### src/rtl/multi_servo_controller_pkg.sv
`default_nettype none
// ============================================================================
// Module   : multi_servo_controller_pkg
// Brief    : Shared constants, parser state encodings and pulse-width helper.
// Revision : 1.0
// ============================================================================
package multi_servo_controller_pkg;

   localparam logic [7:0] c_HDR_BYTE = 8'hFF;

   localparam logic [1:0] c_ST_IDLE  = 2'd0;
   localparam logic [1:0] c_ST_CHAN  = 2'd1;
   localparam logic [1:0] c_ST_ANGLE = 2'd2;

   // Full 32-bit unsigned pulse width; callers truncate to the counter width.
   function automatic logic [31:0] angle_to_clks(input logic [7:0] angle,
                                                  input int        pulse_min,
                                                  input int        clks_per_deg);
      return 32'(pulse_min) + (32'(angle) * 32'(clks_per_deg));
   endfunction

endpackage
`default_nettype wire

### src/rtl/multi_servo_controller_if.sv
`default_nettype none
// ============================================================================
// Module   : multi_servo_controller_if
// Brief    : UART byte stream in, PWM and command status out.
// Revision : 1.0
// ============================================================================
interface multi_servo_controller_if #(
   parameter int NUM_CHANNELS = 4
);
   logic                    i_RX_DV;
   logic [7:0]              i_RX_Byte;
   logic [NUM_CHANNELS-1:0] o_Servo;
   logic                    o_Cmd_Valid;
   logic [3:0]              o_Cmd_Chan;
   logic [7:0]              o_Cmd_Angle;
   logic                    o_Pkt_Err;
   logic                    o_Busy;

   modport master (
      output i_RX_DV, i_RX_Byte,
      input  o_Servo, o_Cmd_Valid, o_Cmd_Chan, o_Cmd_Angle, o_Pkt_Err, o_Busy
   );

   modport slave (
      input  i_RX_DV, i_RX_Byte,
      output o_Servo, o_Cmd_Valid, o_Cmd_Chan, o_Cmd_Angle, o_Pkt_Err, o_Busy
   );
endinterface
`default_nettype wire

### src/rtl/multi_servo_controller_pwm_channel.sv
`default_nettype none
// ============================================================================
// Module   : multi_servo_controller_pwm_channel
// Brief    : One servo: target/current/compare registers, slew, PWM compare.
// Revision : 1.0
// ============================================================================
module multi_servo_controller_pwm_channel
   import multi_servo_controller_pkg::*;
#(
   parameter int CNT_W          = 10,
   parameter int PULSE_MIN_CLKS = 50_000,
   parameter int CLKS_PER_DEG   = 753,
   parameter int RESET_ANGLE    = 90,
   parameter int SLEW_STEP      = 0
) (
   input  logic             i_Clk,
   input  logic             i_Reset,
   input  logic             i_Wr_En,
   input  logic [7:0]       i_Angle,
   input  logic             i_Frame_Start,
   input  logic [CNT_W-1:0] i_Count,
   output logic             o_Pwm,
   output logic             o_Busy
);

   localparam logic [7:0]       c_RESET_ANGLE = 8'(RESET_ANGLE);
   localparam logic [7:0]       c_SLEW_STEP   = 8'(SLEW_STEP);
   localparam logic [CNT_W-1:0] c_RESET_CMP   =
      CNT_W'(angle_to_clks(c_RESET_ANGLE, PULSE_MIN_CLKS, CLKS_PER_DEG));

   logic [7:0]       r_target;
   logic [7:0]       r_current;
   logic [CNT_W-1:0] r_compare;
   logic             r_pwm;
   logic [7:0]       w_next_cur;

   // Step toward target by at most the slew limit; a zero limit means jump.
   always_comb begin
      w_next_cur = r_target;
      if (c_SLEW_STEP != 8'd0) begin
         if (r_target > r_current) begin
            if ((r_target - r_current) > c_SLEW_STEP)
               w_next_cur = r_current + c_SLEW_STEP;
         end else if (r_current > r_target) begin
            if ((r_current - r_target) > c_SLEW_STEP)
               w_next_cur = r_current - c_SLEW_STEP;
         end
      end
   end

   always_ff @(posedge i_Clk) begin
      if (i_Reset) begin
         r_target  <= c_RESET_ANGLE;
         r_current <= c_RESET_ANGLE;
         r_compare <= c_RESET_CMP;
         r_pwm     <= 1'b0;
      end else begin
         if (i_Wr_En)
            r_target <= i_Angle;
         // Compare only moves at the frame boundary, keeping every pulse whole.
         if (i_Frame_Start) begin
            r_current <= w_next_cur;
            r_compare <= CNT_W'(angle_to_clks(w_next_cur, PULSE_MIN_CLKS, CLKS_PER_DEG));
         end
         r_pwm <= (i_Count < r_compare);
      end
   end

   assign o_Pwm  = r_pwm;
   assign o_Busy = (r_current != r_target);

endmodule
`default_nettype wire

### src/rtl/multi_servo_controller.sv
`default_nettype none
// ============================================================================
// Module   : multi_servo_controller
// Brief    : 3-byte UART packet parser driving N frame-aligned servo PWM channels.
// Revision : 1.0
// ============================================================================
module multi_servo_controller
   import multi_servo_controller_pkg::*;
#(
   parameter int NUM_CHANNELS    = 4,
   parameter int PWM_PERIOD_CLKS = 303_030,
   parameter int PULSE_MIN_CLKS  = 50_000,
   parameter int CLKS_PER_DEG    = 753,
   parameter int MAX_ANGLE       = 180,
   parameter int RESET_ANGLE     = 90,
   parameter int SLEW_STEP       = 0,
   parameter int TIMEOUT_CLKS    = 1_000_000
) (
   input  logic                          i_Clk,
   input  logic                          i_Reset,
   multi_servo_controller_if.slave       bus
);

   localparam int         c_CNT_W     = $clog2(PWM_PERIOD_CLKS);
   localparam int         c_TO_W      = $clog2(TIMEOUT_CLKS + 1);
   localparam logic [7:0] c_MAX_ANGLE = 8'(MAX_ANGLE);

   if ((NUM_CHANNELS < 1) || (NUM_CHANNELS > 16)) begin : g_bad_chan_count
      $error("multi_servo_controller: NUM_CHANNELS must be 1..16");
   end
   if ((PULSE_MIN_CLKS + MAX_ANGLE * CLKS_PER_DEG) >= PWM_PERIOD_CLKS) begin : g_bad_timing
      $error("multi_servo_controller: widest pulse does not fit in the PWM frame");
   end

   logic [1:0]              r_state;
   logic [3:0]              r_chan;
   logic [c_TO_W-1:0]       r_idle_cnt;
   logic                    r_cmd_valid;
   logic [3:0]              r_cmd_chan;
   logic [7:0]              r_cmd_angle;
   logic                    r_pkt_err;
   logic [c_CNT_W-1:0]      r_frame_cnt;
   logic                    r_busy;

   logic                    w_chan_ok;
   logic                    w_angle_ok;
   logic                    w_accept;
   logic                    w_frame_start;
   logic [NUM_CHANNELS-1:0] w_wr_en;
   logic [NUM_CHANNELS-1:0] w_pwm;
   logic [NUM_CHANNELS-1:0] w_busy;

   // The header byte is never a legal angle, even if MAX_ANGLE were 255.
   assign w_chan_ok     = (32'(bus.i_RX_Byte) < 32'(NUM_CHANNELS));
   assign w_angle_ok    = (bus.i_RX_Byte <= c_MAX_ANGLE) && (bus.i_RX_Byte != c_HDR_BYTE);
   assign w_accept      = bus.i_RX_DV && (r_state == c_ST_ANGLE) && w_angle_ok;
   assign w_frame_start = (r_frame_cnt == '0);

   always_ff @(posedge i_Clk) begin
      if (i_Reset) begin
         r_state     <= c_ST_IDLE;
         r_chan      <= '0;
         r_idle_cnt  <= '0;
         r_cmd_valid <= 1'b0;
         r_cmd_chan  <= '0;
         r_cmd_angle <= '0;
         r_pkt_err   <= 1'b0;
      end else begin
         r_cmd_valid <= 1'b0;
         r_pkt_err   <= 1'b0;
         if (bus.i_RX_DV) begin
            r_idle_cnt <= '0;
            case (r_state)
               c_ST_IDLE: begin
                  if (bus.i_RX_Byte == c_HDR_BYTE)
                     r_state <= c_ST_CHAN;
               end
               c_ST_CHAN: begin
                  if (bus.i_RX_Byte == c_HDR_BYTE) begin
                     r_state <= c_ST_CHAN;
                  end else if (w_chan_ok) begin
                     r_chan  <= bus.i_RX_Byte[3:0];
                     r_state <= c_ST_ANGLE;
                  end else begin
                     r_pkt_err <= 1'b1;
                     r_state   <= c_ST_IDLE;
                  end
               end
               c_ST_ANGLE: begin
                  if (w_angle_ok) begin
                     r_cmd_valid <= 1'b1;
                     r_cmd_chan  <= r_chan;
                     r_cmd_angle <= bus.i_RX_Byte;
                  end else begin
                     r_pkt_err <= 1'b1;
                  end
                  r_state <= c_ST_IDLE;
               end
               default: r_state <= c_ST_IDLE;
            endcase
         end else if (r_state != c_ST_IDLE) begin
            // Abandon a packet whose next byte never arrives.
            if (r_idle_cnt == c_TO_W'(TIMEOUT_CLKS - 1)) begin
               r_pkt_err  <= 1'b1;
               r_state    <= c_ST_IDLE;
               r_idle_cnt <= '0;
            end else begin
               r_idle_cnt <= r_idle_cnt + 1'b1;
            end
         end
      end
   end

   always_ff @(posedge i_Clk) begin
      if (i_Reset) begin
         r_frame_cnt <= '0;
         r_busy      <= 1'b0;
      end else begin
         if (r_frame_cnt == c_CNT_W'(PWM_PERIOD_CLKS - 1))
            r_frame_cnt <= '0;
         else
            r_frame_cnt <= r_frame_cnt + 1'b1;
         r_busy <= |w_busy;
      end
   end

   for (genvar k = 0; k < NUM_CHANNELS; k++) begin : g_chan
      assign w_wr_en[k] = w_accept && (r_chan == 4'(k));

      multi_servo_controller_pwm_channel #(
         .CNT_W          (c_CNT_W),
         .PULSE_MIN_CLKS (PULSE_MIN_CLKS),
         .CLKS_PER_DEG   (CLKS_PER_DEG),
         .RESET_ANGLE    (RESET_ANGLE),
         .SLEW_STEP      (SLEW_STEP)
      ) u_chan (
         .i_Clk         (i_Clk),
         .i_Reset       (i_Reset),
         .i_Wr_En       (w_wr_en[k]),
         .i_Angle       (bus.i_RX_Byte),
         .i_Frame_Start (w_frame_start),
         .i_Count       (r_frame_cnt),
         .o_Pwm         (w_pwm[k]),
         .o_Busy        (w_busy[k])
      );
   end

   assign bus.o_Servo     = w_pwm;
   assign bus.o_Cmd_Valid = r_cmd_valid;
   assign bus.o_Cmd_Chan  = r_cmd_chan;
   assign bus.o_Cmd_Angle = r_cmd_angle;
   assign bus.o_Pkt_Err   = r_pkt_err;
   assign bus.o_Busy      = r_busy;

endmodule
`default_nettype wire

### src/flat_wrapper.sv
// flat-port wrapper written by rule: the top's interface ports become plain ports
module multi_servo_controller_flat import multi_servo_controller_pkg::*;
#(
   parameter int NUM_CHANNELS    = 4,
   parameter int PWM_PERIOD_CLKS = 303_030,
   parameter int PULSE_MIN_CLKS  = 50_000,
   parameter int CLKS_PER_DEG    = 753,
   parameter int MAX_ANGLE       = 180,
   parameter int RESET_ANGLE     = 90,
   parameter int SLEW_STEP       = 0,
   parameter int TIMEOUT_CLKS    = 1_000_000
)
  (i_Clk, i_Reset, bus_i_RX_DV, bus_i_RX_Byte, bus_o_Servo, bus_o_Cmd_Valid, bus_o_Cmd_Chan, bus_o_Cmd_Angle, bus_o_Pkt_Err, bus_o_Busy);
  multi_servo_controller_if #(.NUM_CHANNELS(NUM_CHANNELS)) bus_i ();
  input  logic i_Clk;
  input  logic i_Reset;
  input wire logic [$bits(bus_i.i_RX_DV)-1:0] bus_i_RX_DV;
  input wire logic [$bits(bus_i.i_RX_Byte)-1:0] bus_i_RX_Byte;
  output wire logic [$bits(bus_i.o_Servo)-1:0] bus_o_Servo;
  output wire logic [$bits(bus_i.o_Cmd_Valid)-1:0] bus_o_Cmd_Valid;
  output wire logic [$bits(bus_i.o_Cmd_Chan)-1:0] bus_o_Cmd_Chan;
  output wire logic [$bits(bus_i.o_Cmd_Angle)-1:0] bus_o_Cmd_Angle;
  output wire logic [$bits(bus_i.o_Pkt_Err)-1:0] bus_o_Pkt_Err;
  output wire logic [$bits(bus_i.o_Busy)-1:0] bus_o_Busy;
  assign bus_i.i_RX_DV = bus_i_RX_DV;
  assign bus_i.i_RX_Byte = bus_i_RX_Byte;
  assign bus_o_Servo = bus_i.o_Servo;
  assign bus_o_Cmd_Valid = bus_i.o_Cmd_Valid;
  assign bus_o_Cmd_Chan = bus_i.o_Cmd_Chan;
  assign bus_o_Cmd_Angle = bus_i.o_Cmd_Angle;
  assign bus_o_Pkt_Err = bus_i.o_Pkt_Err;
  assign bus_o_Busy = bus_i.o_Busy;
  multi_servo_controller #(.NUM_CHANNELS(NUM_CHANNELS), .PWM_PERIOD_CLKS(PWM_PERIOD_CLKS), .PULSE_MIN_CLKS(PULSE_MIN_CLKS), .CLKS_PER_DEG(CLKS_PER_DEG), .MAX_ANGLE(MAX_ANGLE), .RESET_ANGLE(RESET_ANGLE), .SLEW_STEP(SLEW_STEP), .TIMEOUT_CLKS(TIMEOUT_CLKS)) u_core (.i_Clk(i_Clk), .i_Reset(i_Reset), .bus(bus_i));
endmodule
### config.mk
export PLATFORM = sky130hd
export DESIGN_NAME = multi_servo_controller_flat
export DESIGN_NICKNAME = d
export VERILOG_FILES = /design/src/rtl/multi_servo_controller_pkg.sv /design/src/rtl/multi_servo_controller_if.sv /design/src/rtl/multi_servo_controller_pwm_channel.sv /design/src/rtl/multi_servo_controller.sv /design/src/flat_wrapper.sv
export SDC_FILE = /design/constraint.sdc
export NUM_CORES = 1
export LEC_CHECK = 0
export CORE_ASPECT_RATIO = 0.8
export CORE_MARGIN = 2
export CORE_UTILIZATION = 50
export DETAILED_ROUTE_END_ITERATION = 8
export PLACE_DENSITY = 0.74
export SETUP_SLACK_MARGIN = 0.3
export SLEW_MARGIN = 0
export SYNTH_ARGS = -nofsm -noshare
export SYNTH_HDL_FRONTEND = slang
export SYNTH_HIERARCHICAL = 1
export SYNTH_SLANG_ARGS = --single-unit
### constraint.sdc
create_clock -name i_Clk -period 5.75 [get_ports i_Clk]
set_input_delay 1.15 -clock i_Clk [delete_from_list [all_inputs] [get_ports i_Clk]]
set_output_delay 1.15 -clock i_Clk [all_outputs]
set_load 0.05 [all_outputs]
==> flow_metrics.env <==
export IMPL_status="finished clean"
export IMPL_ys_top_cells_by_area="dfxtp_1 (24%), ha_1 (19%), fa_1 (13%)"
export IMPL_worstPathCellList="inv_1 -> fa_1 -> fa_1 -> inv_1 -> fa_1 -> inv_1 -> fa_1 -> inv_1 -> ha_1 -> o211ai_1 -> a21oi_1 -> a211o_1 -> a311o_1 -> a221o_1"
export IMPL_cts_root_buf="clkbuf_16"
export IMPL_finalWeightedCongestion=0.8754
export IMPL_worst_pin_slew_ns=0.9327
export IMPL_synthFlopType="dfxtp_1"
export IMPL_ir_worst_vdd_v=0.0001745
export IMPL_grt_max_degree=63
export IMPL_dieWidth_um=200.5
export IMPL_synth_compound_area_share_pct=10.90
export IMPL_synth_top_area_cell="dfxtp_1"
export IMPL_antenna_cells=0
export IMPL_final_cell_area_um2=16730
export IMPL_nets=2081
export IMPL_syn_inst=1721
export IMPL_ant_nets=0
export IMPL_grt_pass1_wl_um=57770
export IMPL_critPathCaptureType="register"
export IMPL_hold_path_class="reg2reg"
export IMPL_worst_setup_path_type="reg2reg"
export IMPL_grt_pass1_vias=11570
export IMPL_cts_reportedPaths_clkPinSlew_ns=0.08
export IMPL_synth_xor_area_share_pct=5.498
export IMPL_min_period_over_period_pct=80.29
export IMPL_first_pass_iters=5
export IMPL_synth_adder_area_share_pct=32.31
export IMPL_report_final_setup_viol=0
export IMPL_rsz0062_at_grt="no"
export IMPL_slew_headroom_pct=37.59
export IMPL_cp_slowest_cell="fa_1"
export IMPL_synth_fp_nets=2071
export IMPL_layout_drive_gt1_share_pct=3.555
export IMPL_yosysUniqueCellTypes=75
export IMPL_dieArea_um2=32330
export IMPL_wl_per_cell_um=16.04
export IMPL_avgSynthCellArea_um2=8.978
export IMPL_async_flop_share_pct=0
export IMPL_drt_iter0_markers=847
export IMPL_finalHoldViolCount=0
export IMPL_ctsHoldBuffers=0
export IMPL_ios=30
export IMPL_tns_ns=0
export IMPL_post_cts_setup_buffer_count=0
export IMPL_cts_buffer_depth=2
export IMPL_finClkSkew_ns=0.02168
export IMPL_leakagePower_nw=7.935
export IMPL_wl_um=34590
export IMPL_synth_edff_count=0
export IMPL_drc=0
export IMPL_place_area_um2=16110
export IMPL_slowest_delay_ns=0.56
export IMPL_start_util_pct=50.86
export IMPL_via_per_inst=5.366
export IMPL_dp_hpwl_um=26440
export IMPL_timing_final_crit_period_ns=4.617
export IMPL_slew_viol_final=0
export IMPL_maxCapViolCount=0
export IMPL_worstSetupStartpointType="register"
export IMPL_syn_to_final_growth_pct=8.284
export IMPL_max_freq_ghz=0.2166
export IMPL_num_rows=57
export IMPL_worstPathRequired_ns=6.09
export IMPL_ctsResizeCount=0
export IMPL_ys_seq_elements=188
export IMPL_synth_top_family_by_area="adder cells"
export IMPL_path_delay_family="adder cells"
export IMPL_syn_area_um2=15450
export IMPL_antenna_found_initial=0
export IMPL_p_per_area_nw_per_um2=167.9
export IMPL_synth_simple_gate_area_share_pct=13.24
export IMPL_cts_sinks=188
export IMPL_ys_warn_count=6
export IMPL_port_buffer_count=29
export IMPL_cts_tree="yes"
export IMPL_ys_seq_area_share_pct=24.36
export IMPL_grt_usage_pct=21.87
export IMPL_die_height_um=161.2
export IMPL_grt_overflow=0
export IMPL_crit_arrival_ns=4.96
export IMPL_clkLatencyLatePin_ns=0.45
export IMPL_cp_max_fo=8
export IMPL_synth_top_area_share_pct=24.36
export IMPL_design_core_area_um2=30380
export IMPL_vias=11580
export IMPL_critPathBufInv=4
export IMPL_cts_buffers=17
export IMPL_p_total_mw=2.810
export IMPL_muxShareOfSynthArea_pct=5.053
export IMPL_h_tree_depth=4
final cells by class:
cell class	count	area, um^2
Clock buffer	17	425.4
Clock inverter	15	192.7
Fill cell	2725	13650
Inverter	307	1152
Multi-Input combinational cell	1183	10350
Sequential cell	188	3764
Tap cell	413	516.7
Timing Repair Buffer	34	325.3
cell usage after synthesis (all sizes together), types with 31 or more instances:
cell type and n:
a21oi 61, o21ai 31, a21o 31, xor2 60
mux2i 78, o211ai 42, nand2 93, nor2 153
fa 100, ha 239, dfxtp 188, nand3 35
inv 307, xnor2 37
routing by layer:
metal | track usage [%] | part of all wire, % | up-vias
li1 | - | - | 5778
met1 | 30.62 | 50 | 5484
met2 | 34.93 | 43 | 270
met3 | 3.511 | 4.5 | 43
met4 | 6.566 | 2.1 | 0
met5 | 0 | 0 | -
report_power, final:
| group | total, mW | internal, mW | switching, mW |
|---|---|---|---|
| clock network | 1.20 | 0.593 | 0.608 |
| logic | 0.263 | 0.0900 | 0.173 |
| registers | 1.35 | 1.33 | 0.0182 |
cell usage in the layout (no fill, tap or decap), types with 6 or more instances in the layout:
cell | synthesis | layout
ha_1 | 239 | 239
nor3_1 | 28 | 28
nand4_1 | 29 | 29
xor2_1 | 60 | 60
inv_1 | 307 | 307
nor2_1 | 152 | 152
and3_1 | 10 | 10
o211ai_1 | 41 | 41
clkdlybuf4s50_1 | 0 | 28
a21o_1 | 31 | 31
o31ai_1 | 8 | 8
clkinv_8 | 0 | 7
nand3_1 | 34 | 34
clkbuf_16 | 0 | 17
xnor2_1 | 37 | 37
fa_1 | 100 | 100
nor2b_1 | 13 | 13
a211oi_1 | 16 | 16
nand2b_1 | 8 | 8
nor4_1 | 20 | 20
o21ai_0 | 25 | 25
nand2_1 | 93 | 93
dfxtp_1 | 188 | 188
buf_4 | 1 | 6
mux2i_1 | 78 | 78
and2_1 | 6 | 6
a31oi_1 | 9 | 9
a21oi_1 | 58 | 58
worst paths after layout:
path	from	endpoint	slack, ns	cells past startpoint
worst max-delay path	u_core/g_chan[0].u_chan/r_target[7]$_SDFFE_PP0P_	u_core/g_chan[0].u_chan/r_compare[18]$_SDFFE_PP0P_	1.13	14
worst min-delay path	u_core/g_chan[0].u_chan/r_compare[17]$_SDFFE_PP0P_	u_core/g_chan[0].u_chan/r_compare[17]$_SDFFE_PP0P_	0.46	2
worst max register to register	u_core/g_chan[0].u_chan/r_target[7]$_SDFFE_PP0P_	u_core/g_chan[0].u_chan/r_compare[18]$_SDFFE_PP0P_	1.13	14
worst min register to register	u_core/g_chan[0].u_chan/r_compare[17]$_SDFFE_PP0P_	u_core/g_chan[0].u_chan/r_compare[17]$_SDFFE_PP0P_	0.46	2
kinds of logic (layout without fill, tap and decap cells):
kind of cell | Yosys count | in the layout
AO/OA/AOI/OAI | 243 | 243
XOR/XNOR | 97 | 97
adder cells (fa/ha/maj) | 339 | 339
buffers and inverters | 350 | 373
flip-flops | 188 | 188
multiplexers | 78 | 78
AND/OR/NAND/NOR | 426 | 426
per-stage QoR:
stage               util [%]  cells  hold slack [ns]  setup slack (ns)
global route           55.07   2157           0.4868            0.8677
floorplan                  -   1721           0.4250             1.425
detailed placement     53.04   2125           0.4488             1.149
CTS                    55.07   2157           0.4598             1.132
global placement       53.04   2125           0.4390             1.234
finish                 55.07   2157           0.4588             1.133
worst register-to-register path: cells and delay by family (launching register included):
family | cells | cell delay (ns)
AO/OA/AOI/OAI | 5 | 1.15
adder cells (fa/ha/maj) | 5 | 2.49
flip-flops | 1 | 0.53
buffers and inverters | 4 | 0.33
state kept, by name, summed over array words and instances (netlist names):
signal,count
u_core/bus.o_Busy,1
u_core/bus.o_Cmd_Angle,8
u_core/bus.o_Cmd_Chan,4
u_core/bus.o_Cmd_Valid,1
u_core/bus.o_Pkt_Err,1
u_core/g_chan.u_chan/o_Pwm,4
u_core/g_chan.u_chan/r_compare,60
u_core/g_chan.u_chan/r_current,32
u_core/g_chan.u_chan/r_target,32
u_core/r_chan,4
u_core/r_frame_cnt,19
u_core/r_idle_cnt,20
u_core/r_state,2
No activity file was read; power rests on OpenSTA's default activity.
